`src/rtl/ureg_shifter.sv`:
```
// ureg_shifter: WIDTH-bit universal register with an autonomous burst serialiser.
//
// Idle modes (MODE): 000 hold, 001 load D, 010 shift left (SI_LSB in),
// 011 shift right (SI_MSB in), 100 rotate left, 101 rotate right,
// 110 hold (reserved), 111 clear.
// START in idle loads D and shifts it out LSB-first on SO_LSB over WIDTH
// enabled cycles, zero-filling from the top; DONE pulses for the first idle cycle.
//
// Ports:
//   CLK     rising-edge clock
//   RST_L   asynchronous active-low reset
//   EN      clock enable; all state (including DONE and the burst counter) holds when low
//   MODE    idle operation select, ignored while BUSY
//   D       parallel load data
//   SI_MSB  serial input for shift right
//   SI_LSB  serial input for shift left
//   START   burst request, sampled only in idle with EN high
//   Q, Q_L  register contents and its complement
//   SO_MSB  Q[WIDTH-1]
//   SO_LSB  Q[0], burst serial output
//   BUSY    burst in progress
//   DONE    one-cycle end-of-burst pulse

module ureg_shifter #(
    parameter int unsigned           WIDTH     = 8,
    parameter logic [WIDTH-1:0]      RESET_VAL = '0
) (
    input  logic             CLK,
    input  logic             RST_L,
    input  logic             EN,
    input  logic [2:0]       MODE,
    input  logic [WIDTH-1:0] D,
    input  logic             SI_MSB,
    input  logic             SI_LSB,
    input  logic             START,
    output logic [WIDTH-1:0] Q,
    output logic [WIDTH-1:0] Q_L,
    output logic             SO_MSB,
    output logic             SO_LSB,
    output logic             BUSY,
    output logic             DONE
);

    localparam int unsigned CW = $clog2(WIDTH + 1);

    logic [WIDTH-1:0] q_q, q_d;
    logic [CW-1:0]    cnt_q, cnt_d;
    logic             busy_q, busy_d;
    logic             done_q, done_d;

    always_comb begin
        q_d    = q_q;
        cnt_d  = cnt_q;
        busy_d = busy_q;
        done_d = 1'b0;
        if (busy_q) begin
            q_d   = {1'b0, q_q[WIDTH-1:1]};
            cnt_d = cnt_q - CW'(1);
            // Last bit leaves on this edge; DONE marks the first idle cycle.
            if (cnt_q == CW'(1)) begin
                busy_d = 1'b0;
                done_d = 1'b1;
            end
        end else if (START) begin
            q_d    = D;
            cnt_d  = CW'(WIDTH);
            busy_d = 1'b1;
        end else begin
            case (MODE)
                3'b001:  q_d = D;
                3'b010:  q_d = {q_q[WIDTH-2:0], SI_LSB};
                3'b011:  q_d = {SI_MSB, q_q[WIDTH-1:1]};
                3'b100:  q_d = {q_q[WIDTH-2:0], q_q[WIDTH-1]};
                3'b101:  q_d = {q_q[0], q_q[WIDTH-1:1]};
                3'b111:  q_d = '0;
                default: q_d = q_q;
            endcase
        end
    end

    always_ff @(posedge CLK or negedge RST_L) begin
        if (!RST_L) begin
            q_q    <= RESET_VAL;
            cnt_q  <= '0;
            busy_q <= 1'b0;
            done_q <= 1'b0;
        end else if (EN) begin
            q_q    <= q_d;
            cnt_q  <= cnt_d;
            busy_q <= busy_d;
            done_q <= done_d;
        end
    end

    assign Q      = q_q;
    assign Q_L    = ~q_q;
    assign SO_MSB = q_q[WIDTH-1];
    assign SO_LSB = q_q[0];
    assign BUSY   = busy_q;
    assign DONE   = done_q;

endmodule

```
`config.mk`:
```
export PLATFORM = sky130hd
export DESIGN_NAME = ureg_shifter
export DESIGN_NICKNAME = d
export VERILOG_FILES = /design/src/rtl/ureg_shifter.sv
export SDC_FILE = /design/constraint.sdc
export NUM_CORES = 1
export LEC_CHECK = 0
export CORE_UTILIZATION = 26
export CTS_CLUSTER_SIZE = 30
export DETAILED_ROUTE_END_ITERATION = 8
export PLACE_DENSITY_LB_ADDON = 0.3
export SLEW_MARGIN = 20
export SYNTH_ARGS = -nofsm -noshare
export SYNTH_HDL_FRONTEND = slang
export SYNTH_SLANG_ARGS = --single-unit
```
`constraint.sdc`:
```
create_clock -name CLK -period 1.5 [get_ports CLK]
set_input_delay 0.375 -clock CLK [delete_from_list [all_inputs] [get_ports CLK]]
set_output_delay 0.375 -clock CLK [all_outputs]
set_load 0.005 [all_outputs]
```
# [Yosys cells after proc, flatten, opt, wreduce, memory -nomap -nowiden]
# Index checks and enable logic that the tools add are counted.
[classes] reduce_logical=4 n_eq_ne=7 n_bitwise=1 n_addsub=1 n_mux=10
[ops] op="$pmux W8 S6" count=1
[ops] op="$mux W8" count=2
[ops] op="$eq A3 B3 Y1 const B" count=3
[ops] op="$mux W4" count=2
[ops] op="$not A8 Y8" count=1
[ops] op="$reduce_bool A8 Y1" count=1
[ops] op="$eq A3 B2 Y1 const B" count=2
[ops] op="$mux W1" count=5
[ops] op="$eq A4 B1 Y1 const B" count=1
[ops] op="$reduce_and A2 Y1" count=2
[ops] op="$sub A4 B1 Y4 const B" count=1
[ops] op="$eq A3 B1 Y1 const B" count=1
[ops] op="$reduce_bool A2 Y1" count=1
[word_totals] in_bits=17 out_inout_bits=20 ff_bits=14 elab_cells=27

# [Longest topological paths before layout]
# Gate-level depths: netlist of the first run.
[logic_depth] depth_word=4 ltp_mapped=5 depth_no_buf=5

# [Worst setup path before layout of the first run]
# Ideal clock, no wire load.
[synth_path] path_type="reg2reg" startpoint="register busy_q (netlist: BUSY)" endpoint="register q_q[3] (netlist: Q[3])" period_less_slack_ns=1.431 path_buffers=2 slack_ns=0.069 required_ns=1.369 setup_time_ns=0.131 arrival_time_ns=1.300 stages_incl_launch_ff=6 cell_sequence="dfrtp_1 -> clkbuf_1 -> o41a_2 -> buf_6 -> nor2_1 -> a31oi_1"
[synth_via] elab_chain_cells=2 elab_cells_between_ends=3 classes_between="1 x mux; 2 x reduce/logical"
[synth_lines] element="start, declared" line="48" source="logic busy_q, busy_d;"
[synth_lines] element="start signal, assigned" line="90" source="busy_q <= busy_d;"
[synth_lines] element="$reduce_bool A8 Y1 (no source line)"
[synth_lines] element="$reduce_and A2 Y1 (no source line)"
[synth_lines] element="end signal, assigned" line="88" source="q_q <= q_d;"
[synth_lines] element="end, declared" line="46" source="logic [WIDTH-1:0] q_q, q_d;"
# Parallel ways exist; a longest one is shown, timed or not.
# A chain may end at the register's enable or synchronous reset.

# [Final worst setup path of the first run]
[layout_path] startpoint="register busy_q (netlist: BUSY)" endpoint="output port BUSY"
[layout_lines] element="end, declared" line="40" source="output logic BUSY,"
# No word-level cell between the ends.

==> results of run 1 <==
==> cell families (layout without fill, tap and decap cells) <==
| kind of cell | after synthesis | after routing |
|---|---|---|
| XOR/XNOR | 1 | 1 |
| flip-flops | 14 | 14 |
| buffers and inverters | 22 | 82 |
| AND/OR/NAND/NOR | 28 | 28 |
| AO/OA/AOI/OAI | 48 | 49 |
| adder cells (fa/ha/maj) | 2 | 2 |
| multiplexers | 1 | 1 |
==> placed cells by master, fill, tap and decap left out, types with 2 or more instances in the layout <==
cell,netlist,final
buf_4,3,30
dlygate4sd2_1,0,16
nand2_1,14,14
clkdlybuf4s50_1,0,13
dfrtp_1,14,12
inv_1,12,10
a21oi_1,8,8
o211ai_1,7,7
nor2_1,7,7
a31oi_1,7,7
o21ai_0,6,5
dlymetal6s2s_1,0,5
o221ai_1,6,4
clkbuf_8,0,3
dfrtp_2,0,2
inv_2,0,2
o221ai_2,0,2
nand3b_1,2,2
nor2b_1,2,2
ha_1,2,2
==> layer usage <==
| layer | global-route usage | share of wire |
|---|---|---|
| met1 | 0.2183 | 0.44 |
| met4 | 0.05114 | 0.015 |
| met2 | 0.2661 | 0.48 |
| met5 | 0 | 0 |
| met3 | 0.03080 | 0.066 |
==> stage by stage <==
stage | power (mW) | setup slack, ns | cells | instance area (um2) | TNS (ns)
3_5_place_dp | 2.127 | -0.4192 | 206 | 1468 | -3.806
6_report | 2.573 | 0.03843 | 223 | 1662 | 0
4_1_cts | 2.547 | 0.001232 | 221 | 1609 | 0
3_3_place_gp | 2.109 | -0.3936 | 206 | 1468 | -3.633
2_1_floorplan | 1.341 | 0.06880 | 116 | 973.4 | 0
5_1_grt | 2.774 | -0.003824 | 223 | 1662 | -0.003824
==> cell type report <==
type / instances / area (um2) / share of cell area
Inverter: 12 / 45.04 / 0.02711
Timing Repair Buffer: 67 / 584.3 / 0.3517
Clock buffer: 3 / 41.29 / 0.02485
Tap cell: 46 / 57.56 / 0.03464
Sequential cell: 14 / 352.8 / 0.2123
Multi-Input combinational cell: 81 / 580.6 / 0.3494
==> repair_timing <==
action,CTS,global route
resized for setup,27,12
gates cloned,0,1
buffers inserted,12,1
pin swaps,0,6
endpoints found under the setup margin,28,12
==> report_power, final <==
part | internal [mW] | switching [mW]
Sequential | 0.556 | 0.147
Combinational | 0.850 | 0.721
Clock | 0.177 | 0.122
==> sequential cells by signal, indices dropped and copies added, names as in the netlist <==
signal	cells
cnt_q	4
DONE	1
BUSY	1
Q	8
==> final timing paths <==
check | start | to | slack (ns) | cells after the start
worst min-delay path | RST_L | cnt_q[0] | 0.44 | 2
worst min register to register | cnt_q[1] | cnt_q[1] | 0.52 | 2
min in group CLK | cnt_q[1] | cnt_q[1] | 0.52 | 2
worst max-delay path | BUSY | BUSY | 0.04 | 1
worst max register to register | BUSY | Q[2] | 0.10 | 5
max in group asynchronous | RST_L | Q[1] | 0.88 | 2
==> results.json, run 1 <==
{
  "synthMuxAreaShare": 0.01028,
  "p_per_area_mw_per_mm2": 1549,
  "cts.path.max_buffers": 2,
  "num_rows": 21,
  "synth_top_area_frac": 0.3599,
  "ys_seq_area_frac": 0.3599,
  "drive_gt1_frac": 0.2825,
  "drc_errors": 0,
  "min_path_type": "primary input to async pin",
  "worstPathArrival_ns": 1.09,
  "drv_slew": 0,
  "required_ns": 1.12,
  "grt_use_total": 0.1639,
  "wl_per_cell_um": 14.34,
  "ioPinCount": 37,
  "postSynthAreaPerCell_um2": 8.392,
  "vias": 1128,
  "synthAdderAreaFrac": 0.02571,
  "period_share": 0.9744,
  "drtIter0Drc": 103,
  "grt_max_degree": 15,
  "synth_top_family_by_area": "compound AO/OA/AOI/OAI gates",
  "grt.overflow.total": 0,
  "syn_inst": 116,
  "rsz0062_at_grt": "true",
  "die_x_um": 63.19,
  "finalClockSkew_ns": 0.001754,
  "setup_viol": 0,
  "die_h_um": 63.19,
  "ys_warn_count": 0,
  "async_reset_ff_frac": 1.000,
  "antenna_cells": 0,
  "avgViaCountPerCell": 5.058,
  "die-area_mm2": 0.003993,
  "cts_buffers": 3,
  "cp_cell_sequence": "clkdlybuf4s50_1",
  "syn_nets": 135,
  "maxCapViolations": 0,
  "clk_pin_slew_worst_paths_ns": 0.06,
  "worst_slew_pin_slew_ns": 0.3434,
  "clock_latency_ns": 0.24,
  "ys_ff_latch": 14,
  "synth_commonest_cells": "dfrtp_1 (14), nand2_1 (14), inv_1 (12)",
  "p_leak_nw": 0.7946,
  "cpLargestDelayFamily": "buffers and inverters",
  "ys_top_cells_by_area": "dfrtp_1 (36%), nand2_1 (5.4%), o211ai_1 (5.4%)",
  "critPathMaxStageDelay_ns": 0.50,
  "io_buffer_count": 36,
  "cts_root_buf": "clkbuf_8",
  "initial_core_util": 0.2807,
  "path_class": "flop to output port",
  "ys_types": 35,
  "firstDrtPassIters": 4,
  "fin_util": 0.4791,
  "cts_max_level": 1,
  "hold_buffers": 0,
  "place_hpwl_um": 2174,
  "critical_path.max_fanout": 2,
  "synth_edf_count": 0,
  "cp_num_buf_inv": 1,
  "hold_viol_final": 0,
  "area_delta_synth_final_pct": 70.69,
  "antenna_found_initial": 0,
  "synth_area_leader_cell": "dfrtp_1",
  "slew_headroom": 0.7686,
  "critPathCaptureType": "output port",
  "globalplace.congestion": 0.8721,
  "startpoint_type": "flop",
  "synth_xor_area_frac": 0.008997,
  "nets": 198,
  "synth_compound_area_frac": 0.3612,
  "status": "complete, no violations",
  "wirelength_um": 3197,
  "ant_nets": 0,
  "cts.sinks": 14,
  "grt_pass1_vias": 1077,
  "fmax_mhz": 684.2,
  "cp_slowest_cell": "clkdlybuf4s50_1",
  "vdd_drop_max_uv": 484.3,
  "syn_area_um2": 973.4,
  "ys.flop_type": "dfrtp_1",
  "fillers": 346,
  "cts_tree": "done",
  "hold_ws_ns": 0.4420,
  "finalCriticalPeriod_ns": 1.462,
  "core_region_area_mm2": 0.003468,
  "grt_pass1_wl_um": 5140,
  "yosys.area_share.simple": 0.1272
}
(Power assumes the default switching activity.)
==> run 2, diff against run 1 <==
Settings changed: PLACE_DENSITY_LB_ADDON 0.3 to 0.12, SETUP_SLACK_MARGIN set to 0.1.
==> results.json, run 2 (same netlist as run 1, synthesis figures left out) <==
{
  "drc_errors": 0,
  "worstPathArrival_ns": 1.57,
  "cts_buffers": 3,
  "finalCriticalPeriod_ns": 1.429,
  "ioPinCount": 37,
  "antenna_cells": 0,
  "cts_max_level": 1,
  "p_per_area_mw_per_mm2": 1643,
  "globalplace.congestion": 0.7675,
  "clock_latency_ns": 0.24,
  "p_leak_nw": 0.7563,
  "vdd_drop_max_uv": 662.9,
  "grt_use_total": 0.1666,
  "fillers": 366,
  "ant_nets": 0,
  "grt.overflow.total": 0,
  "period_share": 0.9528,
  "fmax_mhz": 699.7,
  "cts_root_buf": "clkbuf_8",
  "startpoint_type": "flop",
  "initial_core_util": 0.2807,
  "drive_gt1_frac": 0.3646,
  "wl_per_cell_um": 14.19,
  "clk_pin_slew_worst_paths_ns": 0.06,
  "path_class": "flop to flop",
  "slew_headroom": 0.8190,
  "total_power_mw": 2.685,
  "drtIter0Drc": 40,
  "grt_pass1_vias": 1114,
  "rsz0062_at_grt": "true",
  "largest_reg_flops": 8,
  "cts.sinks": 14,
  "critical_path.max_fanout": 3,
  "num_rows": 21,
  "fin_util": 0.4711,
  "critPathCaptureType": "flop",
  "layout_commonest_cell": "buf_4",
  "rrSetupSlack_ns": 0.07,
  "die-area_mm2": 0.003993,
  "finalClockSkew_ns": 0.002838,
  "core_region_area_mm2": 0.003468,
  "wirelength_um": 3220,
  "avgViaCountPerCell": 5.062,
  "cts.path.max_buffers": 2,
  "setup_tns_ns": 0,
  "drv_slew": 0,
  "place_hpwl_um": 2180,
  "die_x_um": 63.19,
  "firstDrtPassIters": 4,
  "antenna_found_initial": 0,
  "maxCapViolations": 0,
  "grt_max_degree": 15,
  "hold_viol_final": 0,
  "min_path_type": "primary input to async pin",
  "required_ns": 1.65,
  "cts_tree": "done",
  "final_cell_mix": "buf_4 (30), nand2_1 (14), clkdlybuf4s50_1 (12), dlygate4sd2_1 (12), dfrtp_1 (11)",
  "die_h_um": 63.19,
  "io_buffer_count": 36,
  "nets": 201,
  "grt_pass1_wl_um": 5216,
  "setup_viol": 0,
  "status": "complete, no violations",
  "worst_slew_pin_slew_ns": 0.2679,
  "area_delta_synth_final_pct": 67.87,
  "vias": 1149
}
==> run 2: changes by cell type in the layout (fill, tap and decap cells not counted), moves of 3 or more <==
cell and delta:
buf_2 +7, buf_6 +3, clkbuf_2 +3, dlygate4sd2_1 -4, dlymetal6s2s_1 -5
==> run 2: final cells by class <==
class | instances | area (um2) | area share
Clock buffer | 4 | 55.05 | 0.03369
Inverter | 12 | 45.04 | 0.02757
Multi-Input combinational cell | 81 | 560.5 | 0.3430
Sequential cell | 14 | 354.1 | 0.2167
Tap cell | 46 | 57.56 | 0.03522
Timing Repair Buffer | 70 | 561.8 | 0.3438
==> run 2: per-stage QoR <==
stage / hold WS (ns) / std cells / setup WS [ns] / cell area [um2]
3_5_place_dp: 0.5126 / 201 / -0.4793 / 1439
2_1_floorplan: 0.07941 / 116 / 0.1285 / 983.4
6_report: 0.4439 / 227 / 0.07082 / 1634
4_1_cts: 0.4517 / 225 / 0.07188 / 1622
3_3_place_gp: 0.4952 / 201 / -0.4242 / 1439
5_1_grt: 0.4596 / 227 / 0.02443 / 1634
==> run 2: critical path, stage by stage (launching register included) <==
cell	delay (ns)
dfrtp_2	0.38
buf_4	0.12
buf_4	0.09
nand2_1	0.05
o211a_1	0.22
o32a_1	0.29
o31ai_2	0.18
==> run 2: where the power goes <==
part,switching (mW),internal [mW]
Clock,0.121,0.232
Combinational,0.729,0.900
Sequential,0.146,0.556
Total,0.996,1.69
==> run 2: path summary, 6_finish.rpt <==
kind	startpoint	end	cells after the start
max	Q[7]	Q[0]	6
min	RST_L	cnt_q[2]	2
max reg2reg	Q[7]	Q[0]	6
min reg2reg	cnt_q[1]	cnt_q[1]	2
max in group asynchronous	RST_L	Q[7]	2
min in group CLK	cnt_q[1]	cnt_q[1]	2
==> run 2: routing by layer <==
metal	vias up	share of wire	GRT usage
met5	-	0	0
met4	0	0.014	0.04545
met3	6	0.045	0.04529
met2	36	0.47	0.2648
met1	548	0.47	0.2207
li1	559	-	-
==> run 2: what timing repair did <==
action                                  CTS  global route
endpoints found under the setup margin   28            13
cloned                                    0             1
hold buffers                              0             0
buffers inserted                         20             1
pin swaps                                 1             1
gates resized for setup                  60            11
==> run 3, diff against run 2 <==
Settings changed: CTS_BUF_LIST set to sky130_fd_sc_hd__clkbuf_8, SLEW_MARGIN 20 to 10.
==> results of run 3 <==
No change in the layout: final DEF, timing and power equal those of run 2.
